File: src/rtl/fetch_sequencer.sv
// Instruction-fetch controller: owns the PC, captures imem words into an IR and hands them to
// decode over valid/ready. Optional FETCH_BOUNDS_CHECK_EN turns end-of-program wrap into FAULT.
module fetch_sequencer #(
  parameter logic [31:0] ResetAddr = 32'd0,
  parameter logic [31:0] LastAddr  = 32'd84,
  parameter logic [31:0] Step      = 32'd4
) (
  input  logic        clk_i,
  input  logic        reset_ni,
  input  logic        start_i,
  input  logic        halt_req_i,
  input  logic        redirect_valid_i,
  input  logic [31:0] redirect_addr_i,
  output logic [31:0] imem_addr_o,
  input  logic [31:0] imem_instr_i,
  output logic        ir_valid_o,
  input  logic        ir_ready_i,
  output logic [31:0] ir_instr_o,
  output logic [31:0] ir_pc_o,
  output logic        busy_o,
  output logic        fault_o
);

  typedef enum logic [1:0] {StIdle, StRun, StHalt, StFault} state_e;

  state_e      state_q, state_d;
  logic [31:0] pc_q, pc_d;
  logic [31:0] ir_instr_q, ir_instr_d;
  logic [31:0] ir_pc_q, ir_pc_d;
  logic        ir_valid_q, ir_valid_d;

  logic [31:0] pc_next;
  logic [31:0] redir_tgt;
  logic        can_capture;

  assign pc_next     = pc_q + Step;
  assign redir_tgt   = redirect_addr_i & ~32'h3;
  assign can_capture = !ir_valid_q || ir_ready_i;

  always_comb begin
    state_d    = state_q;
    pc_d       = pc_q;
    ir_instr_d = ir_instr_q;
    ir_pc_d    = ir_pc_q;
    ir_valid_d = ir_valid_q;
    // A held word drains on ready in every state; a RUN capture overrides this below.
    if (ir_valid_q && ir_ready_i) begin
      ir_valid_d = 1'b0;
    end

    unique case (state_q)
      StIdle: begin
        if (start_i) state_d = StRun;
      end
      StRun: begin
        if (redirect_valid_i) begin
          ir_valid_d = 1'b0;
`ifdef FETCH_BOUNDS_CHECK_EN
          if (redir_tgt > LastAddr) begin
            state_d = StFault;
          end else begin
            pc_d = redir_tgt;
            if (halt_req_i) state_d = StHalt;
          end
`else
          pc_d = (redir_tgt > LastAddr) ? ResetAddr : redir_tgt;
          if (halt_req_i) state_d = StHalt;
`endif
        end else if (halt_req_i) begin
          state_d = StHalt;
        end else if (can_capture) begin
`ifdef FETCH_BOUNDS_CHECK_EN
          if (pc_q > LastAddr) begin
            state_d = StFault;
          end else begin
            ir_instr_d = imem_instr_i;
            ir_pc_d    = pc_q;
            ir_valid_d = 1'b1;
            pc_d       = pc_next;
          end
`else
          ir_instr_d = imem_instr_i;
          ir_pc_d    = pc_q;
          ir_valid_d = 1'b1;
          // Wrap also when the increment itself overflows 32 bits.
          pc_d = ((pc_next > LastAddr) || (pc_next < pc_q)) ? ResetAddr : pc_next;
`endif
        end
      end
      StHalt: begin
        if (start_i && !halt_req_i) state_d = StRun;
      end
      StFault: begin
        state_d = StFault;
      end
      default: state_d = StIdle;
    endcase
  end

  always_ff @(posedge clk_i or negedge reset_ni) begin
    if (!reset_ni) begin
      state_q    <= StIdle;
      pc_q       <= ResetAddr;
      ir_instr_q <= 32'd0;
      ir_pc_q    <= 32'd0;
      ir_valid_q <= 1'b0;
    end else begin
      state_q    <= state_d;
      pc_q       <= pc_d;
      ir_instr_q <= ir_instr_d;
      ir_pc_q    <= ir_pc_d;
      ir_valid_q <= ir_valid_d;
    end
  end

  assign imem_addr_o = pc_q;
  assign ir_valid_o  = ir_valid_q;
  assign ir_instr_o  = ir_instr_q;
  assign ir_pc_o     = ir_pc_q;
  assign busy_o      = (state_q == StRun);
`ifdef FETCH_BOUNDS_CHECK_EN
  assign fault_o     = (state_q == StFault);
`else
  assign fault_o     = 1'b0;
`endif

endmodule

File: config.mk
export PLATFORM = sky130hd
export DESIGN_NAME = fetch_sequencer
export DESIGN_NICKNAME = d
export VERILOG_FILES = /design/src/rtl/fetch_sequencer.sv
export SDC_FILE = /design/constraint.sdc
export NUM_CORES = 1
export LEC_CHECK = 0
export ABC_AREA = 0
export CAP_MARGIN = 20
export CORE_MARGIN = 4
export CORE_UTILIZATION = 50
export CTS_BUF_LIST = sky130_fd_sc_hd__clkbuf_16
export CTS_CLUSTER_DIAMETER = 50
export DETAILED_ROUTE_END_ITERATION = 12
export PLACE_DENSITY = 0.89
export SYNTH_ARGS = -nofsm -noshare
export SYNTH_HDL_FRONTEND = slang
export SYNTH_SLANG_ARGS = --single-unit
File: constraint.sdc
create_clock -name clk_i -period 9.2 [get_ports clk_i]
set_clock_uncertainty 0.2 [all_clocks]
set_input_delay 1.84 -clock clk_i [delete_from_list [all_inputs] [get_ports clk_i]]
set_output_delay 1.84 -clock clk_i [all_outputs]
set_load 0.02 [all_outputs]
# Word-level counts from Yosys, hierarchy flattened
# Index checks and enable logic that the tools add are counted.
# Widths: inputs -> output; s select.
[totals] register_bits=99 input_bits=70 output_inout_bits=99 wordCells=43
[classes] addsub=1 order_cmp=3 n_eq_ne=7 mux=14 bitwise_logic=2 reduce_logical=11
[op_table] cell="$mux 32" count=5
[op_table] cell="$gt 32x7->1 const B" count=2
[op_table] cell="$add 32x3->32 const B" count=1
[op_table] cell="$lt 32x32->1" count=1
[op_table] cell="$pmux 2 s4" count=1
[op_table] cell="$mux 2" count=3
[op_table] cell="$ne 2x2->1 const B" count=3
[op_table] cell="$reduce_and 3->1" count=2
[op_table] cell="$mux 1" count=5
[op_table] cell="$eq 2x2->1 const B" count=2
[op_table] cell="$reduce_and 4->1" count=1
[op_table] cell="$eq 2x1->1 const B" count=1
[op_table] cell="$logic_and 1x1->1" count=2
[op_table] cell="$logic_not 1->1" count=2
[op_table] cell="$logic_not 2->1" count=1
[op_table] cell="$logic_or 1x1->1" count=2
[op_table] cell="$ne 2x1->1 const B" count=1
[op_table] cell="$not 1->1" count=2
[op_table] cell="$reduce_bool 2->1" count=1

# Longest topological paths before layout
# Gate-level depths: netlist of run 1.
[depth] depth_word=7 depth_mapped=17 ltp_nobuf=15

# Worst setup path after synthesis of run 1
# Ideal clock, no wire load.
[synth_path] path_type="register to register" start="register pc_q[3], in the netlist imem_addr_o[3]" end="register pc_q[3], in the netlist imem_addr_o[3]" arrival_time_ns=3.806 t_required_ns=8.913 slack_ns=5.107 path_stages_with_launch=18 period_less_slack_ns=4.093 path_cell_list="dfrtp_1 > ha_1 > and3_1 > nand2_1 > or3_1 > clkbuf_1 > or3_1 > inv_2 > and3_1 > ha_1 > nand4_1 > a2111oi_0 > o2111ai_1 > or4_4 > buf_6 > a21oi_4 > a221oi_1 > a22oi_1"
[synth_between] elab_chain_len=7 elab_cells_between_ends=8
[synth_lines] element="start: declaration" line="27" source="logic [31:0] pc_q, pc_d;"
[synth_lines] element="start signal: assignment" line="103" source="pc_q <= ResetAddr;"
[synth_lines] element="start signal: assignment" line="109" source="pc_q <= pc_d;"
[synth_lines] element="$add 32x3->32" line="36" source="assign pc_next = pc_q + Step;"
[synth_lines] element="$gt 32x7->1 or $lt 32x32->1 (tied branches)" line="86" source="pc_d = ((pc_next > LastAddr) || (pc_next < pc_q)) ? ResetAddr : pc_next;"
[synth_lines] element="$logic_or 1x1->1" line="86"
[synth_lines] element="$mux 32 *" line="86"
[synth_lines] element="$mux 32 *" line="71" source="end else if (can_capture) begin"
[synth_lines] element="$mux 32 *" line="69" source="end else if (halt_req_i) begin"
[synth_lines] element="$mux 32 *" line="56" source="if (redirect_valid_i) begin"
# Every way passes the cells marked *; elsewhere a longest branch is shown, timed or not. The select of a mux whose other input is x is not followed.
# A chain may end at the register's enable or synchronous reset.

# Worst setup path after layout of run 1
[layout_path] start="register pc_q[2], in the netlist imem_addr_o[2]" end="register pc_q[6], in the netlist imem_addr_o[6]"
# Same word-level chain as after synthesis.

==> flow_metrics.env, run 1 <==
export IMPL_initial_utilization=0.516
export IMPL_routed_wl_um=14000
export IMPL_rsz0062_at_grt="false"
export IMPL_grt_max_degree=58
export IMPL_ys_seq_area_frac=0.469
export IMPL_cts_setup_buffers=0
export IMPL_finalCritPeriodShare=0.502
export IMPL_yosys_warnings=0
export IMPL_ys_ff_latch=95
export IMPL_cp_required_ps=9260
export IMPL_grt_overflow_total=0
export IMPL_clock_latency_ps=340
export IMPL_gp_congestion=0.899
export IMPL_cts_hold_buf=0
export IMPL_power_leakage_nw=2.93
export IMPL_syn_to_final_growth_pct=38.9
export IMPL_fmax_ghz=0.217
export IMPL_fp_dieH_um=109
export IMPL_vias=4295
export IMPL_drtPass1Iterations=5
export IMPL_io_pins=169
export IMPL_ant_nets=0
export IMPL_fin_setup_tns_ps=0
export IMPL_synth_cells=466
export IMPL_critical_path_startpoint_type="flop"
export IMPL_drc=0
export IMPL_viasPerCell=5.67
export IMPL_path_class="flop to flop"
export IMPL_status="finished clean"
export IMPL_cts_sinks=95
export IMPL_cts_max_level=3
export IMPL_fillers=719
export IMPL_grt_pass1_vias=4539
export IMPL_crit_arrival_ps=4680
export IMPL_cts_buffer_depth=2
export IMPL_dieWidth_um=109
export IMPL_final_net_count=707
export IMPL_place_area_mm2=0.00674
export IMPL_dp_hpwl_um=10600
export IMPL_clkTransAtPathRegs_ps=70
export IMPL_hold_viol=0
export IMPL_root_buffer="clkbuf_16"
export IMPL_slew_headroom=0.496
export IMPL_syn_area_per_cell_um2=10.9
export IMPL_crit_fanout=12
export IMPL_final_cell_mix="clkdlybuf4s50_1, dfrtp_1, mux2_2"
export IMPL_powerDensity_mw_per_mm2=264
export IMPL_cap_violations=0
export IMPL_synth_edf_count=0
export IMPL_syn_area_mm2=0.00507
export IMPL_antennaDiodeCount=0
export IMPL_initialDrtViolationCount=240
export IMPL_die_area_mm2=0.0118
export IMPL_rows=36
export IMPL_core_area_mm2=0.00982
export IMPL_final_setup_viol_count=0
export IMPL_cts_inserted_buffers=9
export IMPL_ys_async_sr_fraction=1.00
export IMPL_hold_path_class="flop to flop"
export IMPL_routedWlPerCell_um=18.5
export IMPL_antenna_found_initial=0
export IMPL_fin_area_mm2=0.00704
export IMPL_numPortBuffers=161
export IMPL_peakVddDrop_mv=0.197
export IMPL_ys_flop_type="dfrtp_1"
export IMPL_final_common_cell="clkdlybuf4s50_1"
export IMPL_final_max_slew_viol_count=0
export IMPL_cts_tree="yes"
export IMPL_endpoint_kind="flop"
export IMPL_min_period_ps=4620
export IMPL_grt_pass1_wl_um=22300
export IMPL_synth_distinct_cells=62
export IMPL_cts_resized=0
export IMPL_grtUsageTotal=0.242
export IMPL_r2r_slack_ps=4580
export IMPL_drive_above_1_share=0.159
export IMPL_worstMarginPinSlew_ps=756
==> metrics by stage <==
stage                     setup WS (ps)  std cells  power (mW)  hold slack [ps]  utilization
after CTS                          4630        757        1.87              309        0.717
after global routing               4220        757        1.96              317        0.717
after floorplan                    5110        470        1.10              294            -
final                              4580        757        1.86              305        0.717
after detailed placement           4450        741        1.49              294        0.687
after global placement             4510        741        1.46              288        0.687
==> power by group <==
group          internal [mW]  leakage, nW  switching, mW
clock                  0.211        0.145          0.164
sequential             0.549         1.24          0.116
combinational          0.411         1.54          0.408
total                   1.17         2.93          0.689
==> logic make-up after synthesis <==
logic type | share of synthesized area
compound gates | 0.105
xor+xnor | 0.0190
fa+ha+maj | 0.0445
buf+inv | 0.0519
flops | 0.469
mux | 0.150
other cells | 0.000740
simple gates | 0.159
==> cell type report <==
cell class / instances / area (um^2) / share of cell area
repair buffers: 165 / 1640 / 0.233
multi-input cells: 318 / 2450 / 0.348
clock inverters: 7 / 68.8 / 0.00978
clock buffers: 9 / 225 / 0.0320
well taps: 133 / 166 / 0.0236
inverters: 30 / 113 / 0.0160
flip-flops and latches: 95 / 2380 / 0.338
==> synth_stat cells (all sizes together), types with 7 or more instances <==
master,instances,share of area
o21ai,16,0.016
and2,10,0.012
ha,18,0.044
nand3,11,0.013
nand4,11,0.018
mux2,63,0.14
nor3,12,0.012
nor4,12,0.016
dfrtp,95,0.47
clkbuf,16,0.012
nand2,17,0.013
nor2,37,0.027
a21oi,15,0.017
inv,30,0.022
buf,11,0.018
or4,7,0.012
==> worst paths after layout <==
path | from | to | depth (start not counted)
max reg2reg | imem_addr_o[2] | imem_addr_o[6] | 15
min reg2reg | ir_pc_o[29] | ir_pc_o[29] | 1
min | ir_pc_o[29] | ir_pc_o[29] | 1
max | imem_addr_o[2] | imem_addr_o[6] | 15
max in group asynchronous | reset_ni | imem_addr_o[12] | 2
min in group asynchronous | reset_ni | state_q[1] | 1
==> metal layers <==
layer	vias up	wire length, um	track usage
li1	1996	-	-
met1	2081	5410	0.283
met2	191	6980	0.411
met3	27	1290	0.0782
met4	0	284	0.0992
met5	-	0	0
==> state kept, by name, summed over array words and instances (netlist names) <==
register / flops
ir_valid_o: 1
imem_addr_o: 30
state_q: 2
ir_instr_o: 32
ir_pc_o: 30
==> worst max-delay path, cell delays in order, from the launching register on <==
cell       delay, ps
dfrtp_1          640
ha_1             280
and3_1           190
nand2_1          100
or3_1            470
or3_1            480
inv_2             80
and3_1           150
ha_1             170
nand4_1          130
a2111oi_0        380
o2111ai_1        190
or4_4            560
a21oi_4          200
a221oi_1         130
a22oi_1          190
Power figures use the tool's default switching activity.
==> run 2, diff against run 1 <==
--- a/config.mk
+++ b/config.mk
@@ -8,11 +8,11 @@
 export ABC_AREA = 0
 export CAP_MARGIN = 20
 export CORE_MARGIN = 4
-export CORE_UTILIZATION = 50
+export CORE_UTILIZATION = 42
 export CTS_BUF_LIST = sky130_fd_sc_hd__clkbuf_16
 export CTS_CLUSTER_DIAMETER = 50
 export DETAILED_ROUTE_END_ITERATION = 12
-export PLACE_DENSITY = 0.89
+export PLACE_DENSITY = 0.8
 export SYNTH_ARGS = -nofsm -noshare
 export SYNTH_HDL_FRONTEND = slang
 export SYNTH_SLANG_ARGS = --single-unit
==> constraint.sdc (replaced) <==
create_clock -name clk_i -period 4.21 [get_ports clk_i]
set_clock_uncertainty 0.2 [all_clocks]
set_input_delay 0.842 -clock clk_i [delete_from_list [all_inputs] [get_ports clk_i]]
set_output_delay 0.842 -clock clk_i [all_outputs]
set_load 0.02 [all_outputs]
==> run 2 against run 1 <==
  * Global-route usage down 4.5 points
  * First-iteration DRC count decreased by 5.4%
  * Critical path depth unchanged
  * Non-clock buffer count grew 13
  * Core utilization decreased by 9.9 points
  * Sequential share of layout area decreased by 0.64 points
  * Maximum frequency rose by 16%
  * Die area increased by 18%
  * Largest power group unchanged
==> flow_metrics.env, run 2 (synthesis gave the netlist of run 1 again) <==
export IMPL_root_buffer="clkbuf_16"
export IMPL_endpoint_kind="flop"
export IMPL_final_cell_mix="clkdlybuf4s50_1, dfrtp_1, mux2_2"
export IMPL_crit_arrival_ps=4050
export IMPL_min_period_ps=3980
export IMPL_core_area_mm2=0.0116
export IMPL_crit_path_frequent_cell="ha_1"
export IMPL_syn_to_final_growth_pct=41.6
export IMPL_power_frac_seq=0.341
export IMPL_numPortBuffers=161
export IMPL_crit_chain="ha_1 -> and3_4 -> nand2_1 -> or3_4 -> inv_1 -> and3_1 -> ha_1 -> nand4_1 -> or3b_1 -> a2111oi_2 -> o2111ai_1 -> or4_4 -> nor3b_1 -> o21ai_0 -> a21oi_1"
export IMPL_final_setup_viol_count=0
export IMPL_cts_setup_buffers=0
export IMPL_antenna_found_initial=0
export IMPL_rows=39
export IMPL_pwr_share_comb=0.466
export IMPL_antennaDiodeCount=0
export IMPL_cts_hold_buf=0
export IMPL_dieWidth_um=118
export IMPL_cpPeakStageDelay_ps=560
export IMPL_cp_required_ps=4280
export IMPL_finalNonFillerCells=780
export IMPL_cts_max_level=3
export IMPL_dp_cells=764
export IMPL_final_max_slew_viol_count=0
export IMPL_swShare=0.371
export IMPL_cts_sinks=95
export IMPL_path_class="flop to flop"
export IMPL_drc=0
export IMPL_initialDrtViolationCount=227
export IMPL_holdWs_ps=209
export IMPL_pwr_share_clk=0.193
export IMPL_fillers=954
export IMPL_final_net_count=720
export IMPL_power_leakage_nw=2.99
export IMPL_die_area_mm2=0.0139
export IMPL_clkTransAtPathRegs_ps=70
export IMPL_initial_utilization=0.436
export IMPL_status="finished clean"
export IMPL_grt_pass1_vias=4458
export IMPL_internal_power_mw=2.55
export IMPL_finalCritPeriodShare=0.945
export IMPL_fin_setup_tns_ps=0
export IMPL_worstMarginPinSlew_ps=750
export IMPL_io_pins=169
export IMPL_largest_reg_flops=32
export IMPL_fmax_ghz=0.251
export IMPL_crit_fanout=6
export IMPL_cts_inserted_buffers=9
export IMPL_ant_nets=0
export IMPL_power_mw=4.05
export IMPL_dp_hpwl_um=10100
export IMPL_grt_max_degree=63
export IMPL_hold_viol=0
export IMPL_fin_area_mm2=0.00717
export IMPL_cts_buffer_depth=2
export IMPL_drtPass1Iterations=5
export IMPL_routedWlPerCell_um=17.1
export IMPL_critical_path_startpoint_type="flop"
export IMPL_reg2reg_depth=15
export IMPL_drive_above_1_share=0.185
export IMPL_slew_headroom=0.500
export IMPL_grt_overflow_total=0
export IMPL_final_common_cell="clkdlybuf4s50_1"
export IMPL_vias=4301
export IMPL_cts_tree="yes"
export IMPL_routed_wl_um=13300
export IMPL_cap_violations=0
export IMPL_crit_slowest_cell="or4_4"
export IMPL_place_area_mm2=0.00687
export IMPL_rsz0062_at_grt="false"
export IMPL_gp_congestion=0.929
export IMPL_cts_resized=0
export IMPL_clock_latency_ps=350
export IMPL_peakVddDrop_mv=0.370
export IMPL_hold_path_class="input pin to asynchronous set/reset pin"
export IMPL_powerDensity_mw_per_mm2=564
export IMPL_viasPerCell=5.51
export IMPL_fp_dieH_um=118
export IMPL_grtUsageTotal=0.197
export IMPL_p_sw_mw=1.50
export IMPL_grt_pass1_wl_um=22600
[run 2: worst max-delay path: cells and delay by family (launching register included)]
kind | cells | cell delay [ps]
AO/OA/AOI/OAI | 4 | 790
buffers and inverters | 1 | 90
adder cells (fa/ha/maj) | 2 | 330
AND/OR/NAND/NOR | 8 | 2130
flip-flops | 1 | 360
[run 2: final timing paths]
check / start / to / slack, ps
worst max-delay path: imem_addr_o[2] / imem_addr_o[5] / 230
worst min-delay path: reset_ni / imem_addr_o[11] / 210
worst max register to register: imem_addr_o[2] / imem_addr_o[5] / 230
worst min register to register: ir_pc_o[4] / ir_pc_o[4] / 300
max in group asynchronous: reset_ni / ir_pc_o[11] / 2760
min in group clk_i: ir_pc_o[4] / ir_pc_o[4] / 300
[run 2: stage by stage]
step,worst slack (ps),util
final,233,0.618
after global routing,4.55,0.618
after global placement,186,0.591
after detailed placement,113,0.591
after floorplan,117,-
after CTS,63.7,0.615
[run 2: layer usage]
| layer | vias up | GRT usage | routed length, um |
|---|---|---|---|
| li1 | 2013 | - | - |
| met1 | 2099 | 0.242 | 5570 |
| met2 | 167 | 0.321 | 6360 |
| met3 | 22 | 0.0730 | 1190 |
| met4 | 0 | 0.0659 | 198 |
| met5 | - | 0 | 0 |
[run 2: cell type report]
cell class                 instances  area [um^2]  share of cell area
multi-input combinational        318         2470               0.345
sequential                        95         2380               0.331
inverter                          30          113              0.0157
timing repair buffer             178         1750               0.244
clock inverter                     7         55.1             0.00768
clock buffer                       9          225              0.0314
tap                              143          179              0.0249
[run 2: power groups by stage]
stage	Combinational, mW	Clock [mW]	Sequential (mW)
after floorplan	0.649	0	1.76
after CTS	1.89	0.801	1.38
after global routing	2.02	0.840	1.43
after global placement	1.85	0	1.38
after detailed placement	1.88	0	1.40
final	1.89	0.779	1.38
==> run 3, diff against run 2 <==
--- a/config.mk
+++ b/config.mk
@@ -10,7 +10,6 @@
 export CORE_MARGIN = 4
 export CORE_UTILIZATION = 42
 export CTS_BUF_LIST = sky130_fd_sc_hd__clkbuf_16
-export CTS_CLUSTER_DIAMETER = 50
 export DETAILED_ROUTE_END_ITERATION = 12
 export PLACE_DENSITY = 0.8
 export SYNTH_ARGS = -nofsm -noshare
==> results of run 3 <==
Same layout as run 2: the final DEF is identical, and so are final timing and power.
